### src/rtl/morse_receiver.sv
`timescale 1ns/1ps
// morse_receiver
//   Single-key Morse decoder for the letters A..H. The raw key passes through
//   a two-flop synchronizer. Press length, counted in time-unit ticks, picks
//   dot or dash. A release that lasts long enough ends the letter.
//
//   state  | meaning
//   -------+---------------------------------------------------------------
//   IDLE   | no letter in progress; waiting for a press
//   PRESS  | key held; counting ticks to tell dot from dash
//   GAP    | key released; counting ticks until the next press or letter end
//
// Ports
//   CLOCK50_i            system clock; all state changes on the rising edge
//   rst_ni               asynchronous active-low reset
//   tick_i               one-cycle strobe, once per time unit
//   key_ni               raw push button, 0 = pressed, asynchronous
//   letter_o [2:0]       last decoded letter index (0=A .. 7=H), 0 on error
//   code_o   [3:0]       last assembled pattern, right-aligned, dash = 1
//   len_o    [2:0]       symbol count of the last letter
//   valid_o              one-cycle pulse on a decoded letter
//   error_o              one-cycle pulse on a rejected letter
//   dotLed_o / dashLed_o live classification of the current press
//   busyLed_o            high whenever the FSM is not in IDLE
module morse_receiver #(
    parameter int DOT_MAX_TICKS = 1,
    parameter int GAP_TICKS     = 3
) (
    input  logic       CLOCK50_i,
    input  logic       rst_ni,
    input  logic       tick_i,
    input  logic       key_ni,
    output logic [2:0] letter_o,
    output logic [3:0] code_o,
    output logic [2:0] len_o,
    output logic       valid_o,
    output logic       error_o,
    output logic       dotLed_o,
    output logic       dashLed_o,
    output logic       busyLed_o
);

    localparam logic [1:0] S_IDLE  = 2'd0;
    localparam logic [1:0] S_PRESS = 2'd1;
    localparam logic [1:0] S_GAP   = 2'd2;

    localparam logic [2:0] DOT_MAX = 3'(DOT_MAX_TICKS);
    localparam logic [2:0] GAP_MAX = 3'(GAP_TICKS);
    localparam logic [2:0] CNT_SAT = 3'd7;

    logic       key_meta;
    logic       key_sync;
    logic       pressed;

    logic [1:0] state,  state_nx;
    logic [2:0] cnt,    cnt_nx;
    logic [3:0] shift,  shift_nx;
    logic [2:0] len,    len_nx;
    logic       ovf,    ovf_nx;
    logic       letter_end;
    logic       sym;

    logic       match;
    logic [2:0] idx;
    logic       accept;

    always_ff @(posedge CLOCK50_i or negedge rst_ni) begin
        if (!rst_ni) begin
            key_meta <= 1'b1;
            key_sync <= 1'b1;
        end else begin
            key_meta <= key_ni;
            key_sync <= key_meta;
        end
    end

    assign pressed = ~key_sync;

    // Pattern lookup on the assembled symbols.
    always_comb begin
        match = 1'b1;
        idx   = 3'd0;
        case ({len, shift})
            {3'd2, 4'b0001}: idx = 3'd0;
            {3'd4, 4'b1000}: idx = 3'd1;
            {3'd4, 4'b1010}: idx = 3'd2;
            {3'd3, 4'b0100}: idx = 3'd3;
            {3'd1, 4'b0000}: idx = 3'd4;
            {3'd4, 4'b0010}: idx = 3'd5;
            {3'd3, 4'b0110}: idx = 3'd6;
            {3'd4, 4'b0000}: idx = 3'd7;
            default:         match = 1'b0;
        endcase
    end

    assign accept = match & ~ovf;
    assign sym    = (cnt > DOT_MAX);

    always_comb begin
        state_nx   = state;
        cnt_nx     = cnt;
        shift_nx   = shift;
        len_nx     = len;
        ovf_nx     = ovf;
        letter_end = 1'b0;
        case (state)
            S_IDLE: begin
                if (pressed) begin
                    state_nx = S_PRESS;
                    cnt_nx   = 3'd0;
                    shift_nx = 4'd0;
                    len_nx   = 3'd0;
                    ovf_nx   = 1'b0;
                end
            end
            S_PRESS: begin
                // A release takes priority; a tick in the same cycle is dropped
                // so it cannot push a dot over into a dash.
                if (!pressed) begin
                    if (len == 3'd4) begin
                        ovf_nx = 1'b1;
                    end else begin
                        shift_nx = {shift[2:0], sym};
                        len_nx   = len + 3'd1;
                    end
                    cnt_nx   = 3'd0;
                    state_nx = S_GAP;
                end else if (tick_i && (cnt != CNT_SAT)) begin
                    cnt_nx = cnt + 3'd1;
                end
            end
            S_GAP: begin
                if (cnt >= GAP_MAX) begin
                    letter_end = 1'b1;
                    cnt_nx     = 3'd0;
                    state_nx   = S_IDLE;
                end else if (pressed) begin
                    cnt_nx   = 3'd0;
                    state_nx = S_PRESS;
                end else if (tick_i && (cnt != CNT_SAT)) begin
                    cnt_nx = cnt + 3'd1;
                end
            end
            default: begin
                state_nx = S_IDLE;
                cnt_nx   = 3'd0;
            end
        endcase
    end

    always_ff @(posedge CLOCK50_i or negedge rst_ni) begin
        if (!rst_ni) begin
            state <= S_IDLE;
            cnt   <= 3'd0;
            shift <= 4'd0;
            len   <= 3'd0;
            ovf   <= 1'b0;
        end else begin
            state <= state_nx;
            cnt   <= cnt_nx;
            shift <= shift_nx;
            len   <= len_nx;
            ovf   <= ovf_nx;
        end
    end

    // Outputs are registered from next-state values so the LEDs track the
    // FSM register exactly, and the result pulses the cycle after letter end.
    always_ff @(posedge CLOCK50_i or negedge rst_ni) begin
        if (!rst_ni) begin
            letter_o  <= 3'd0;
            code_o    <= 4'd0;
            len_o     <= 3'd0;
            valid_o   <= 1'b0;
            error_o   <= 1'b0;
            dotLed_o  <= 1'b0;
            dashLed_o <= 1'b0;
            busyLed_o <= 1'b0;
        end else begin
            valid_o   <= letter_end &  accept;
            error_o   <= letter_end & ~accept;
            if (letter_end) begin
                letter_o <= accept ? idx : 3'd0;
                code_o   <= shift;
                len_o    <= ovf ? 3'd4 : len;
            end
            dotLed_o  <= (state_nx == S_PRESS) && (cnt_nx <= DOT_MAX);
            dashLed_o <= (state_nx == S_PRESS) && (cnt_nx >  DOT_MAX);
            busyLed_o <= (state_nx != S_IDLE);
        end
    end

endmodule

### config.mk
export PLATFORM = sky130hd
export DESIGN_NAME = morse_receiver
export DESIGN_NICKNAME = d
export VERILOG_FILES = /design/src/rtl/morse_receiver.sv
export SDC_FILE = /design/constraint.sdc
export NUM_CORES = 1
export LEC_CHECK = 0
export BUFFER_PORTS_ARGS = -buffer_cell sky130_fd_sc_hd__buf_2
export CAP_MARGIN = 30
export CORE_AREA = 2 2 67 69
export CTS_CLUSTER_DIAMETER = 120
export DETAILED_ROUTE_END_ITERATION = 12
export DIE_AREA = 0 0 69 71
export PLACE_DENSITY = 0.53
export SYNTH_ARGS = -nofsm -noshare
export SYNTH_HDL_FRONTEND = slang
export SYNTH_SLANG_ARGS = --single-unit
### constraint.sdc
create_clock -name CLOCK50_i -period 2.83 [get_ports CLOCK50_i]
set_input_delay 0.4245 -clock CLOCK50_i [delete_from_list [all_inputs] [get_ports CLOCK50_i]]
set_output_delay 0.4245 -clock CLOCK50_i [all_outputs]
set_load 0.02 [all_outputs]
==> results.toml <==
[detailed_routing]
route.detailed.drc = 0
detailedRoute.firstIterationViolations = 43
drt_pass1_iterations = 4
via_per_inst = 5.32
wl_um = 3240
detailroute.via_count = 1176
ant_nets = 0
wl_per_cell_um = 14.7

[worst_setup_path]
critPathCaptureType = "flop"
crit_path_cell_trace = "ha_1, ha_1, a211oi_2, or3_1, buf_4, nor3_2, a22o_1"
cp_slowest_cell = "sky130_fd_sc_hd__dfrtp_1"
worst-setup-path-type = "flop to flop"
critical_path_arrival_ns = 2.45
crit_start = "cnt[0]"
cp-start-kind = "flop"
worst_r2r_startpoint = "cnt[0]"
critPathMaxFanout = 13
crit_required_ns = 3.00
timing.critical_path.slowest_cell_delay_ns = 0.48
critPathMostFrequentCell = "sky130_fd_sc_hd__ha_1"

[layout]
layout.filler_cells = 408
layout-area-overhead-vs-synth_pct = 12.4
util_after_layout_pct = 43.1
sequential_cell_area_um2 = 753
multi_input_comb_area_um2 = 757
nets = 181
mostFrequentLayoutCell = "sky130_fd_sc_hd__dfrtp_1"
n_antenna_cell = 0
non_filler_instance_count_after_layout = 221
layout_cells_sized_above_1_pct = 22.5
layout_common_cells = "28 x sky130_fd_sc_hd__dfrtp_1, 18 x sky130_fd_sc_hd__buf_2, 15 x sky130_fd_sc_hd__a22o_1"

[clocking]
holdBufCountCts = 0
htree_num_levels = 2
reg_clk_slew_reported_paths_ns = 0.06
clk-insertion-delay-late_ns = 0.28
clk_path_buf_depth = 2
post_cts.repair.setup_buffers = 0
cts-root-buf = "sky130_fd_sc_hd__clkbuf_8"
cts-buffers-inserted = 5
clkSinkCount = 30
cts_tree = "done"
ctsResizeCount = 0

[grt]
maximum_number_of_pins_on_one_net_before_global_route_repair = 31
remaining_global_route_overflow = 0
via_count_of_the_first_global_routing_pass = 1194
groute.layer.met3.usage_pct = 4.99
grt_util_met1_pct = 18.9
grt_first_pass_wirelength_um = 5710
grt_busiest_layer = "met2"
grt_antenna_before_repair = 0
grt_use_met2_pct = 23.3
grt_use_total_pct = 14.7

[yosys]
ys_warn_count = 0
synth_top_area_share_pct = 43.4
yosys-mux-area-fraction_pct = 4.11
synth-edff-count = 0
synth_xor_area_share_pct = 0.543
synth.top_cells.by_area = "sky130_fd_sc_hd__dfrtp_1 43%, sky130_fd_sc_hd__a22o_1 8.1%, sky130_fd_sc_hd__ha_1 7.0%"
synth_largest_area_cell = "sky130_fd_sc_hd__dfrtp_1"
synth_compound_gate_area_share_pct = 22.1
ys_types = 45
post_synth.cell_area_avg_um2 = 10.4
synth.ff_latch_count = 30
yosysSeqAreaShare_pct = 46.7
synth.net_count = 168
combinational_family_with_the_most_area_after_synthesis = "compound AO/OA/AOI/OAI gates"
asyncSetResetFlopFracSynth_pct = 100
post_synth_inst_count = 155
post_syn_area_um2 = 1610
synth-simple-area-share_pct = 13.2
synthFlopType = "sky130_fd_sc_hd__dfrtp_1"
synth-adder-area-share_pct = 6.98

[floorplanning]
die-area_um2 = 4900
io-pin-count = 19
start_util_pct = 38.4
core_um2 = 4200
core.rowCount = 24
die_height_um = 71
fp.dieW_um = 69

[pwr]
peakVddDrop_mv = 0.272
power_density_nw_per_um2 = 693
power.static_leakage_nw = 0.876

[placement]
dp_hpwl_um = 2270
post-place-cells = 213
place_congestion = 0.797
numPortBuffers = 18

[run_status]
run_status = "finished, final reports clean"

[flow_run]
drv_cap = 0

[timing]
setup-tns-final_ns = 0
portion_of_the_clock_cycle_consumed_by_the_worst_path_in_the_final_layout_pct = 80.6
final_max_slew_viol_count = 0
final_period_minus_worst_setup_slack_ns = 2.28
rsz_0062_raised_after_global_routing = "no"
timing.max_slew.rel_slack_pct = 56.3
finalClockSkew_ns = 0.00664
finalHoldViolations = 0
worst-slew-pin-transition_ns = 0.656
achievable-frequency_mhz = 439
finalSetupViolCount = 0

[hold_path]
hold_path.class = "input pin to async pin"
synth_stat cells (2+ instances only):
master	count
sky130_fd_sc_hd__a21o_1	2
sky130_fd_sc_hd__o21ai_0	9
sky130_fd_sc_hd__dfstp_2	2
sky130_fd_sc_hd__nor3b_1	3
sky130_fd_sc_hd__mux2_2	5
sky130_fd_sc_hd__nor2b_1	2
sky130_fd_sc_hd__buf_6	2
sky130_fd_sc_hd__inv_1	6
sky130_fd_sc_hd__o22ai_1	4
sky130_fd_sc_hd__clkbuf_1	5
sky130_fd_sc_hd__dfrtp_1	28
sky130_fd_sc_hd__nor3_1	2
sky130_fd_sc_hd__nor2_1	5
sky130_fd_sc_hd__nand3b_1	2
sky130_fd_sc_hd__nand2_1	14
sky130_fd_sc_hd__nand2b_1	3
sky130_fd_sc_hd__ha_1	9
sky130_fd_sc_hd__buf_2	4
sky130_fd_sc_hd__o21a_1	2
sky130_fd_sc_hd__a21oi_1	7
sky130_fd_sc_hd__a22o_1	15
routing by layer:
metal / part of all wire, % / vias to the layer above
li1: - / 584
met1: 49 / 567
met2: 46 / 20
met3: 3.9 / 5
met4: 1.4 / 0
met5: 0 / -
where the power goes:
group | switching (W) | internal, W
Clock | 0.000157 | 0.000245
Sequential | 0.0000885 | 0.000478
Combinational | 0.000155 | 0.000132
Total | 0.000400 | 0.000855
kinds of logic (layout without fill, tap and decap cells):
kind of cell | Yosys count | count (layout)
DFF | 30 | 30
muxes | 6 | 6
and+or+nand+nor | 39 | 39
xor gates and xnor gates | 1 | 1
adders and majority gates | 9 | 9
AOI/OAI and AO/OA | 49 | 49
buffers and inverters | 21 | 35
final timing paths:
| kind | to | slack, ns | cells after the start |
|---|---|---|---|
| setup / recovery | letter_o[1] | 0.55 | 7 |
| hold / removal | dashLed_o | 0.17 | 1 |
| setup reg to reg | letter_o[1] | 0.55 | 7 |
| hold reg to reg | key_sync | 0.36 | 0 |
| max in group asynchronous | len_o[0] | 2.24 | 1 |
| min in group CLOCK50_i | key_meta | 0.24 | 1 |
layout make-up:
| cell class | instances | share of cell area (%) |
|---|---|---|
| multi-input cells | 104 | 41.8 |
| flip-flops and latches | 30 | 41.5 |
| clock buffers | 8 | 6.07 |
| repair buffers | 19 | 5.38 |
| well taps | 52 | 3.59 |
| inverters | 8 | 1.66 |
sequential cells by signal (all words and copies together) (netlist names):
name / flops
busyLed_o: 1
cnt: 3
code_o: 4
dashLed_o: 1
dotLed_o: 1
error_o: 1
key_meta: 1
key_sync: 1
len: 3
len_o: 3
letter_o: 3
ovf: 1
shift: 4
state: 2
valid_o: 1
per-stage QoR:
stage	area, um^2	setup WS [ns]	power [W]	hold WS, ns
after global placement	1700	0.675	0.000851	0.347
after CTS	1810	0.568	0.00127	0.197
after global routing	1810	0.394	0.00134	0.230
final	1810	0.550	0.00126	0.166
after floorplan	1610	0.851	0.000793	0.129
after detailed placement	1700	0.585	0.000863	0.349
worst max-delay path: cells and delay by family, from the launching register on:
family,cells,cell delay [ns]
flops,1,0.48
compound gates,2,0.62
simple gates,2,0.37
buf+inv,1,0.23
fa+ha+maj,2,0.46
(Power assumes the default switching activity.)
